===== src/rtl/fetch_pkg.sv =====
// ============================================================================
// Module      : fetch_pkg
// Description : Shared types and default sizes for the EnDMe fetch / PC
//               sequencer (state encoding, PC and branch-offset widths,
//               program start address).
// Revision    : 1.0 - initial release
// ============================================================================
`default_nettype none

package fetch_pkg;

  localparam int          PC_WIDTH_DEF     = 16;
  localparam int          OFFSET_WIDTH_DEF = 8;
  localparam logic [15:0] START_ADDR_DEF   = 16'h0000;

  // Program lifecycle states, explicitly encoded on two bits.
  typedef enum logic [1:0] {
    IDLE = 2'd0,
    RUN  = 2'd1,
    HALT = 2'd2
  } fetch_state_t;

endpackage : fetch_pkg

`default_nettype wire


===== src/rtl/mux_2.sv =====
// ============================================================================
// Module      : mux_2
// Description : Generic 2:1 multiplexer.
// Ports       : in0_i / in1_i - data inputs, sel_i - select (1 picks in1_i),
//               out_o - selected data.
// Revision    : 1.0 - initial release
// ============================================================================
`default_nettype none

module mux_2 #(
  parameter int data_width = 8
) (
  input  logic [data_width-1:0] in0_i,
  input  logic [data_width-1:0] in1_i,
  input  logic                  sel_i,
  output logic [data_width-1:0] out_o
);

  assign out_o = sel_i ? in1_i : in0_i;

endmodule : mux_2

`default_nettype wire


===== src/rtl/fetch_pc_unit.sv =====
// ============================================================================
// Module      : fetch_pc_unit
// Description : Program-counter / instruction-fetch sequencer. Holds the
//               architectural PC, selects sequential / PC-relative branch /
//               absolute jump next PC, and runs the IDLE -> RUN -> HALT
//               program lifecycle.
// Ports       : clk, rst_n (async, active low)
//               start, stall, halt, jump_en, jump_addr, branch_en,
//               branch_offset                         - control from decode
//               pc, fetch_valid                       - fetch address/strobe
//               br_sel                                - next-PC mux select
//               done                                  - program halted
//               cycle_count (only with FETCH_CYCLE_COUNT_EN defined)
// Options     : FETCH_CYCLE_COUNT_EN - adds a saturating 32-bit count of
//               RUN cycles (stalls included), cleared on start.
// Revision    : 1.0 - initial release
// ============================================================================
`default_nettype none

module fetch_pc_unit
  import fetch_pkg::*;
#(
  parameter int                  PC_WIDTH     = PC_WIDTH_DEF,
  parameter int                  OFFSET_WIDTH = OFFSET_WIDTH_DEF,
  parameter logic [PC_WIDTH-1:0] START_ADDR   = PC_WIDTH'(START_ADDR_DEF)
) (
  input  logic                    clk,
  input  logic                    rst_n,
  input  logic                    start,
  input  logic                    stall,
  input  logic                    halt,
  input  logic                    jump_en,
  input  logic [PC_WIDTH-1:0]     jump_addr,
  input  logic                    branch_en,
  input  logic [OFFSET_WIDTH-1:0] branch_offset,
  output logic [PC_WIDTH-1:0]     pc,
  output logic                    fetch_valid,
  output logic                    br_sel,
  output logic                    done
`ifdef FETCH_CYCLE_COUNT_EN
  ,
  output logic [31:0]             cycle_count
`endif
);

  localparam logic [PC_WIDTH-1:0] c_pc_one = PC_WIDTH'(1);

  fetch_state_t          state_q, state_d;
  logic [PC_WIDTH-1:0]   pc_q, pc_d;
  logic                  done_q, done_d;

  logic [PC_WIDTH-1:0]   w_branch_target;
  logic [PC_WIDTH-1:0]   w_target;

  // Branch target: sign-extended offset added to the current PC; the adder
  // naturally wraps modulo 2^PC_WIDTH.
  assign w_branch_target = pc_q +
    {{(PC_WIDTH-OFFSET_WIDTH){branch_offset[OFFSET_WIDTH-1]}}, branch_offset};

  // Jump beats branch when both are requested, so jump_en alone selects.
  mux_2 #(
    .data_width (PC_WIDTH)
  ) u_target_mux (
    .in0_i (w_branch_target),
    .in1_i (jump_addr),
    .sel_i (jump_en),
    .out_o (w_target)
  );

  // --------------------------------------------------------------------------
  // State register
  // --------------------------------------------------------------------------
  always_ff @(posedge clk or negedge rst_n) begin
    if (!rst_n) begin
      state_q <= IDLE;
      pc_q    <= START_ADDR;
      done_q  <= 1'b0;
    end else begin
      state_q <= state_d;
      pc_q    <= pc_d;
      done_q  <= done_d;
    end
  end

  // --------------------------------------------------------------------------
  // Next-state logic
  // --------------------------------------------------------------------------
  always_comb begin
    state_d = state_q;
    pc_d    = pc_q;
    done_d  = done_q;
    case (state_q)
      IDLE: begin
        if (start) begin
          state_d = RUN;
          pc_d    = START_ADDR;
        end
      end
      RUN: begin
        // A stall freezes everything; decode re-presents its request.
        if (!stall) begin
          if (halt) begin
            // PC stays on the halting instruction.
            state_d = HALT;
            done_d  = 1'b1;
          end else if (br_sel) begin
            pc_d = w_target;
          end else begin
            pc_d = pc_q + c_pc_one;
          end
        end
      end
      HALT: begin
        if (start) begin
          state_d = RUN;
          pc_d    = START_ADDR;
          done_d  = 1'b0;
        end
      end
      default: begin
        state_d = IDLE;
        pc_d    = START_ADDR;
        done_d  = 1'b0;
      end
    endcase
  end

  // --------------------------------------------------------------------------
  // Output logic
  // --------------------------------------------------------------------------
  always_comb begin
    fetch_valid = 1'b0;
    br_sel      = 1'b0;
    if (state_q == RUN && !stall) begin
      fetch_valid = 1'b1;
      br_sel      = !halt && (jump_en || branch_en);
    end
  end

  assign pc   = pc_q;
  assign done = done_q;

`ifdef FETCH_CYCLE_COUNT_EN
  logic [31:0] cnt_q;

  always_ff @(posedge clk or negedge rst_n) begin
    if (!rst_n) begin
      cnt_q <= 32'd0;
    end else if (start && state_q != RUN) begin
      cnt_q <= 32'd0;
    end else if (state_q == RUN && cnt_q != 32'hFFFF_FFFF) begin
      cnt_q <= cnt_q + 32'd1;
    end
  end

  assign cycle_count = cnt_q;
`endif

endmodule : fetch_pc_unit

`default_nettype wire


===== config.mk =====
export PLATFORM = sky130hd
export DESIGN_NAME = fetch_pc_unit
export DESIGN_NICKNAME = d
export VERILOG_FILES = /design/src/rtl/fetch_pkg.sv /design/src/rtl/mux_2.sv /design/src/rtl/fetch_pc_unit.sv
export SDC_FILE = /design/constraint.sdc
export NUM_CORES = 1
export LEC_CHECK = 0
export ABC_AREA = 1
export CAP_MARGIN = 20
export CORE_MARGIN = 8
export CORE_UTILIZATION = 30
export CTS_BUF_LIST = sky130_fd_sc_hd__clkbuf_4
export DETAILED_ROUTE_END_ITERATION = 12
export SLEW_MARGIN = 20
export SYNTH_ARGS = -nofsm -noshare
export SYNTH_HDL_FRONTEND = slang
export SYNTH_SLANG_ARGS = --single-unit

===== constraint.sdc =====
create_clock -name clk -period 2.1 [get_ports clk]
set_input_delay 0.525 -clock clk [delete_from_list [all_inputs] [get_ports clk]]
set_output_delay 0.525 -clock clk [all_outputs]
set_load 0.1 [all_outputs]

# After elaboration in Yosys (flattened, before gate mapping)
# Cells that the tools add are included.
[classes]
n_addsub = 2
eq_ne = 7
mux = 16
bitwise = 1
n_reduce_logical = 10
[ops]
columns = ["op", "n"]
rows = [
  ["16-bit 2-to-1 mux", 5],
  ["16-bit one-hot mux with 2 select lines", 1],
  ["16-bit by 1-bit adder with 16-bit output, second input constant", 1],
  ["16-bit adder", 1],
  ["2-bit inequality test, second input constant", 4],
  ["2-bit 2-to-1 mux", 3],
  ["3-bit AND reduction", 2],
  ["1-bit 2-to-1 mux", 5],
  ["2-bit one-hot mux with 2 select lines", 1],
  ["4-bit AND reduction", 1],
  ["1-bit one-hot mux with 3 select lines", 1],
  ["2-bit by 1-bit equality test with 1-bit output, second input constant", 1],
  ["2-bit equality test, second input constant", 1],
  ["1-bit logical AND", 2],
  ["1-bit logical NOT", 2],
  ["2-bit logical NOT", 1],
  ["2-bit by 1-bit inequality test with 1-bit output, second input constant", 1],
  ["2-bit OR reduction", 1],
  ["1-bit logical OR", 1],
  ["1-bit NOT", 1],
]
[totals]
reg_bits = 19
output_inout_bits = 19
elab_cells = 39

# Longest topological paths before layout
# Gate-level depths: netlist of run 1.
[logic_depth]
depth_word = 7
depth_mapped = 13
ltp_nobuf = 13

# Modules after synthesis
# A second synthesis of run 1 with hierarchy kept.
[hier_totals]
hier_cells = 423
area_unflattened_um2 = 2476.1
[by_module_without_submodules]
columns = ["mod", "n_inst", "cells_each", "area_per_inst_um2"]
rows = [
  ["fetch_pc_unit", 1, 371, 2232.1],
  ["mux_2", 1, 52, 244.0],
]

# Least setup slack after synthesis of run 1
# OpenSTA, ideal clock, no wires.
[synth_timing]
path_kind = "flip-flop to flip-flop"
startpoint = "register pc_q[0] (netlist: pc[0])"
endpoint = "register pc_q[12] (netlist: pc[12])"
setup_time_ns = 0.120
arrival_time_ns = 2.376
t_required_ns = 1.980
path_slack_ns = -0.396
path_stages_with_launch = 14
path_buffers = 0
period_less_slack_ns = 2.496
cell_sequence = "dfrtp_1 ha_1 inv_1 fa_1 inv_1 nand3_1 nand3_1 nand3_1 nand3_1 nand2_1 nand3_1 nand2_1 nand2_1 nand2_1"
[synth_between]
elab_chain_cells = 6
elab_cells_between_ends = 7
[synth_rtl]
columns = ["item", "line_no", "rtl"]
rows = [
  ["from (decl)", "fetch_pc_unit.sv:49", "logic [PC_WIDTH-1:0] pc_q, pc_d;"],
  ["from (signal assigned)", "fetch_pc_unit.sv:80", "pc_q <= pc_d;"],
  ["16-bit adder", "fetch_pc_unit.sv:57", "assign w_branch_target = pc_q +"],
  ["16-bit 2-to-1 mux", "mux_2.sv:19", "assign out_o = sel_i ? in1_i : in0_i;"],
  ["16-bit 2-to-1 mux (*)", "fetch_pc_unit.sv:106", "end else if (br_sel) begin"],
  ["16-bit 2-to-1 mux (*)", "fetch_pc_unit.sv:102", "if (halt) begin"],
  ["16-bit 2-to-1 mux (*)", "fetch_pc_unit.sv:101", "if (!stall) begin"],
  ["16-bit one-hot mux with 2 select lines (*)", "fetch_pc_unit.sv:92", "case (state_q)"],
]
# Mark *: on every way between the ends. The rest lies on a longest branch, timed or not. The select of a mux whose other input is x is not followed.
# A chain may end at the register's enable or synchronous reset.

# Worst setup path in the final report of run 1
[layout_timing]
startpoint = "input port branch_en"
endpoint = "output port br_sel"
[layout_between]
elab_chain_cells = 3
[layout_rtl]
columns = ["item", "line_no", "rtl"]
rows = [
  ["from (decl)", "fetch_pc_unit.sv:34", "input logic branch_en,"],
  ["1-bit logical OR", "fetch_pc_unit.sv:136", "br_sel = !halt && (jump_en || branch_en);"],
  ["1-bit logical AND", "fetch_pc_unit.sv:136", ""],
  ["1-bit 2-to-1 mux", "fetch_pc_unit.sv:134", "if (state_q == RUN && !stall) begin"],
  ["to (decl)", "fetch_pc_unit.sv:38", "output logic br_sel,"],
]
# Every way passes these cells.

==> results of run 1 <==
==> repair_timing <==
item,in CTS,in global routing
gates cloned,0,1
setup endpoints to repair,3,12
pin swaps,0,3
buffers inserted,0,3
gates resized for setup,5,34
==> synth_stat cells <==
| master | instances |
|---|---|
| fa_1 | 1 |
| o22ai_1 | 1 |
| o221ai_1 | 3 |
| o21ai_2 | 1 |
| or2_2 | 1 |
| nand3_1 | 29 |
| o21ai_1 | 2 |
| nor2_4 | 1 |
| nor3_4 | 1 |
| a31oi_1 | 1 |
| inv_1 | 63 |
| nand4_1 | 7 |
| xor2_1 | 5 |
| nand2_2 | 4 |
| o21bai_2 | 1 |
| clkbuf_1 | 1 |
| a21oi_1 | 24 |
| a21bo_2 | 1 |
| o211ai_1 | 5 |
| nand2_4 | 1 |
| inv_2 | 3 |
| buf_6 | 1 |
| dfrtp_1 | 19 |
| xnor2_1 | 4 |
| nand3b_1 | 2 |
| nand2_1 | 151 |
| nor3_1 | 7 |
| o21ai_0 | 12 |
| ha_1 | 16 |
| nor2_2 | 3 |
| buf_2 | 3 |
| a22oi_1 | 1 |
| nor2_1 | 24 |
==> how the worst min path moves through the flow <==
stage,from,end,cells after the start
2_1_floorplan,rst_n,done,0
3_3_place_gp,done,done,1
3_5_place_dp,done,done,1
4_1_cts,done,done,1
5_1_grt,done,done,1
6_report,done,done,1
==> cells in the final DEF (no fill, tap or decap), types with 9 or more instances in the layout <==
cell,netlist,layout
nand2_1,151,149
o21ai_0,12,10
clkdlybuf4s50_1,0,25
nor2_1,24,22
buf_4,0,37
ha_4,0,9
inv_1,63,60
nand3_1,29,23
a21oi_1,24,23
buf_12,0,18
dfrtp_2,0,14
==> registers in the layout (all words and copies together), names as in the netlist <==
| name | cells |
|---|---|
| done | 1 |
| state_q | 2 |
| pc | 16 |
==> critical path, stage by stage <==
cell             delay, ns
clkdlybuf4s50_1       0.45
nor2_1                0.18
inv_2                 0.08
nand2_4               0.08
inv_4                 0.05
buf_12                0.15
==> layout make-up <==
class	instances	area, um2
diodes	2	5.005
clock buffers	4	30.03
fillers	775	4010
inverters	66	250.2
multi-input cells	309	1762
flip-flops and latches	19	496.7
well taps	102	127.6
repair buffers	87	965.9
==> cells by family (layout without fill, tap and decap cells) <==
group | count (synthesis) | count (layout) | synth area share
buffers and inverters | 71 | 157 | 0.1187
and+or+nand+nor | 231 | 231 | 0.4206
xor gates and xnor gates | 9 | 9 | 0.03367
DFF | 19 | 19 | 0.2031
AOI/OAI and AO/OA | 52 | 52 | 0.1299
adders and majority gates | 17 | 17 | 0.09407
other | 0 | 2 | 0
==> per-stage QoR <==
stage	setup slack [ns]	total power, uW	TNS, ns	std cells	hold slack (ns)
5_1_grt	-0.005376	3437	-0.005376	589	0.5427
3_3_place_gp	-0.3424	2826	-3.481	579	0.4934
2_1_floorplan	0.04083	1954	0	399	0.2294
3_5_place_dp	-0.3700	2851	-3.810	579	0.4902
6_report	0.05133	3214	0	589	0.5261
4_1_cts	-0.01019	3087	-0.01019	583	0.5259
==> power by group through the flow <==
| stage | registers [uW] | logic (uW) | clock network (uW) |
|---|---|---|---|
| 2_1_floorplan | 1120 | 831 | 0 |
| 3_3_place_gp | 640 | 2190 | 0 |
| 3_5_place_dp | 642 | 2210 | 0 |
| 4_1_cts | 636 | 2230 | 225 |
| 5_1_grt | 662 | 2530 | 240 |
| 6_report | 647 | 2350 | 219 |
==> metal layers <==
layer	GRT usage	share of wire	up-vias
met1	0.1860	0.47	1251
met2	0.2477	0.46	85
met4	0.01965	0.010	0
met5	0	0	-
met3	0.03222	0.057	9
li1	-	-	1449
==> impl_metrics.py, run 1 <==
metrics = {
    "status": {
        "status": "complete, no violations",
    },
    "clocking": {
        "cts_hold_buffers": 0,
        "clock_path_buffers": 2,
        "cts-buffers-inserted": 3,
        "path_clk_slew_ns": 0.12,
        "cts_root_buf": "clkbuf_4",
        "cts_max_level": 1,
        "insertion_delay_ns": 0.32,
        "tritoncts": "yes",
        "clkSinkCount": 19,
    },
    "place": {
        "gp_congestion": 0.8953,
        "dpl-instance-area_um2": 3386,
        "dpl.hpwl_um": 6449,
        "port_buffers": 49,
    },
    "critical_path": {
        "r2r_cells": 13,
        "arrival_ns": 1.52,
        "worstPathRequired_ns": 1.57,
        "cp-start-kind": "input pin",
        "rrSetupSlack_ns": 0.27,
        "end_kind": "primary output",
        "crit_path_end": "br_sel",
        "r2r-start": "pc[0]",
        "r2r_end": "pc[8]",
        "worstSetupPathType": "input pin to primary output",
        "cp_max_fo": 2,
        "worstSetupStartpoint": "branch_en",
    },
    "die": {
        "rows": 32,
        "start_util": 0.3061,
        "io_pins": 50,
        "dieHeight_um": 104.3,
        "die_w_um": 104.3,
        "core_um2": 7647,
        "die-area_um2": 10890,
    },
    "hold_path": {
        "hold_path_class": "flip-flop to flip-flop",
    },
    "power": {
        "clkPwrFrac": 0.068,
        "swShare": 0.5389,
        "combPwrFrac": 0.731,
        "switching_power_uw": 1732,
        "power_density_nw_per_um2": 883.7,
        "seqPwrFrac": 0.201,
        "internal_power_uw": 1482,
        "p_leak_uw": 0.001793,
        "ir_drop_uv": 822.2,
    },
    "sta": {
        "slew_violations": 0,
        "tightest_slew_ns": 0.2805,
        "finalCriticalPeriod_ns": 2.049,
        "hold_viol": 0,
        "max_freq_mhz": 488.1,
        "slew_headroom": 0.8145,
        "skew_ns": 0.004578,
        "finalCritPeriodShare": 0.9756,
        "setup_viol": 0,
    },
    "final_layout": {
        "fin_nets": 534,
        "utilization": 0.4756,
        "finish.instance_area_um2": 3637,
        "drive_gt1_frac": 0.2474,
        "area_delta_synth_final_pct": 55.37,
    },
    "synthesis": {
        "avgSynthCellArea_um2": 5.867,
        "syn-num-nets": 447,
        "synth_seq_area_share": 0.2031,
        "yosysTopAreaCell": "nand2_1",
        "synth-seq-cells": 19,
        "yosys.area.top_type_share": 0.2421,
        "synth_cell_types": 33,
        "synth_area_leaders": "nand2_1, dfrtp_1, inv_1, ha_1, nand3_1",
        "syn_inst": 399,
        "yosysWarnings": 0,
        "netlist_area_um2": 2341,
    },
    "flow_run": {
        "drv_cap": 0,
    },
    "grt": {
        "grt_pass1_wl_um": 13120,
        "grt_use_total": 0.1456,
        "grt_max_degree": 20,
        "grt_antenna_before_repair": 1,
        "grt_pass1_vias": 2685,
        "grt_overflow": 0,
    },
    "routing": {
        "remaining_drc_errors": 0,
        "avgRoutedWirePerCell_um": 13.82,
        "drt-initial-drc-count": 133,
        "wirelength_um": 8140,
        "firstDrtPassIters": 4,
        "avgViaCountPerCell": 4.744,
        "drtAntennaViolNets": 0,
        "vias": 2794,
    },
}
No activity file was read; power rests on OpenSTA's default activity.
==> run 2: changes to the inputs <==
Settings changed: REMOVE_ABC_BUFFERS set to 1.
Clock period 2.1 ns to 2 ns, I/O delays scaled along.
==> run 2 against run 1 <==
Against the previous run: clock power increased by 4%; global-route usage increased by 0.20 points; core utilization increased by 2.5 points; final cell count increased by 3.4%; largest cell class unchanged; via count increased by 3.7%; power increased by 9.7%.
==> impl_metrics.py, run 2 (synthesis results as in run 1) <==
metrics = {
    "status": {
        "status": "complete, no violations",
    },
    "sta": {
        "slew_violations": 0,
        "finalCritPeriodShare": 0.9739,
        "max_freq_mhz": 513.4,
        "setup_viol": 0,
        "hold_viol": 0,
        "setup_tns_ns": 0,
        "slew_headroom": 0.8058,
        "tightest_slew_ns": 0.2914,
        "skew_ns": 0.002987,
        "finalCriticalPeriod_ns": 1.948,
    },
    "clocking": {
        "path_clk_slew_ns": 0.12,
        "clkSinkCount": 19,
        "clock_path_buffers": 2,
        "tritoncts": "yes",
        "cts-buffers-inserted": 3,
        "cts_root_buf": "clkbuf_4",
        "insertion_delay_ns": 0.31,
        "cts_max_level": 1,
        "cts_hold_buffers": 0,
    },
    "die": {
        "dieHeight_um": 104.3,
        "rows": 32,
        "io_pins": 50,
        "die_w_um": 104.3,
        "start_util": 0.3061,
        "die-area_um2": 10890,
        "core_um2": 7647,
    },
    "grt": {
        "grt_pass1_wl_um": 13320,
        "grt_max_degree": 20,
        "grt_antenna_before_repair": 0,
        "grt_use_total": 0.1476,
        "grt_overflow": 0,
        "grt_pass1_vias": 2812,
    },
    "place": {
        "gp_congestion": 0.8749,
        "port_buffers": 49,
        "dp_cells": 598,
        "dpl.hpwl_um": 6719,
    },
    "routing": {
        "wirelength_um": 8330,
        "wl_met2_um": 3975,
        "drt-initial-drc-count": 174,
        "top_layer_used": "met4",
        "avgRoutedWirePerCell_um": 13.68,
        "route.met3.wl_um": 488,
        "remaining_drc_errors": 0,
        "vias": 2898,
        "wl_met1_um": 3752,
        "drtAntennaViolNets": 0,
        "firstDrtPassIters": 4,
        "avgViaCountPerCell": 4.759,
    },
    "critical_path": {
        "cp-start-kind": "input pin",
        "cp_max_fo": 2,
        "worstSetupPathType": "input pin to primary output",
        "r2r_cells": 13,
        "arrival_ns": 1.45,
        "end_kind": "primary output",
        "worstPathRequired_ns": 1.50,
    },
    "final_layout": {
        "fin_nets": 555,
        "largest_reg_flops": 16,
        "final_cell_mix": "nand2_1, inv_1, buf_4, nand3_1",
        "fin_cells": 609,
        "fillers": 753,
        "area_delta_synth_final_pct": 63.66,
        "drive_gt1_frac": 0.2569,
        "mostFrequentLayoutCell": "nand2_1",
    },
    "power": {
        "swShare": 0.5254,
        "seqPwrFrac": 0.167,
        "clkPwrFrac": 0.065,
        "combPwrFrac": 0.769,
        "internal_power_uw": 1674,
        "p_leak_uw": 0.001937,
        "power_density_nw_per_um2": 920.5,
        "switching_power_uw": 1853,
        "ir_drop_uv": 920.7,
    },
    "flow_run": {
        "drv_cap": 0,
    },
    "hold_path": {
        "hold_path_class": "input pin to async pin",
    },
}
## run 2: cell types whose count changed in the layout (fill, tap and decap cells not counted), moves of 3 or more
cell     previous run  this run
nand2_2             5         8
buf_4              37        56
dfrtp_2            14         0
ha_4                9        12
dfrtp_1             4        19
## run 2: per-layer routing
layer,track usage,up-vias
met5,0,-
met4,0.02689,0
met3,0.03098,8
met2,0.2591,90
met1,0.1807,1311
li1,-,1489
## run 2: through the flow
step                hold WS [ns]  power (uW)  setup WS [ns]  utilization  cell area, um2
finish                    0.5248        3527        0.05225       0.5010            3831
global placement          0.5086        3073        -0.4177       0.4599            3517
global route              0.5436        3753      -0.001159       0.5007            3829
detailed placement        0.5258        3105        -0.4580       0.4599            3517
floorplan                 0.2044        2011        -0.4993            -            2311
CTS                       0.5267        3415      0.0008076       0.4818            3685
## run 2: worst paths after layout
path | start | to | slack (ns)
max | branch_en | br_sel | 0.05
min | rst_n | pc[15] | 0.52
max reg2reg | pc[0] | pc[14] | 0.19
min reg2reg | state_q[0] | state_q[0] | 0.54
max in group asynchronous | rst_n | pc[3] | 1.26
min in group clk | state_q[0] | state_q[0] | 0.54
## run 2: power by group through the flow
stage	Clock, uW	Sequential, uW	Combinational (uW)
3_5_place_dp	0	575	2530
4_1_cts	234	577	2600
3_3_place_gp	0	572	2500
5_1_grt	241	597	2920
6_report	228	588	2710
2_1_floorplan	0	1160	851
## run 2: critical path, stage by stage
cell and delay [ns]:
clkdlybuf4s50_1 0.51, nor2_2 0.06, inv_2 0.07, nand2_4 0.05, inv_4 0.07, buf_12 0.17
## run 2: what timing repair did
action | in CTS | in global routing
endpoints found under the setup margin | 11 | 14
cloned | 1 | 0
buffers inserted | 2 | 3
pin swaps | 4 | 10
gates resized for setup | 22 | 24
## run 2: layout make-up
type | count | area [um2] | share of cell area
Antenna cell | 1 | 2.502 | 0.0006532
Clock buffer | 4 | 30.03 | 0.007838
Inverter | 66 | 250.2 | 0.06532
Multi-Input combinational cell | 309 | 1808 | 0.4719
Sequential cell | 19 | 475.5 | 0.1241
Tap cell | 102 | 127.6 | 0.03331
Timing Repair Buffer | 108 | 1137 | 0.2969
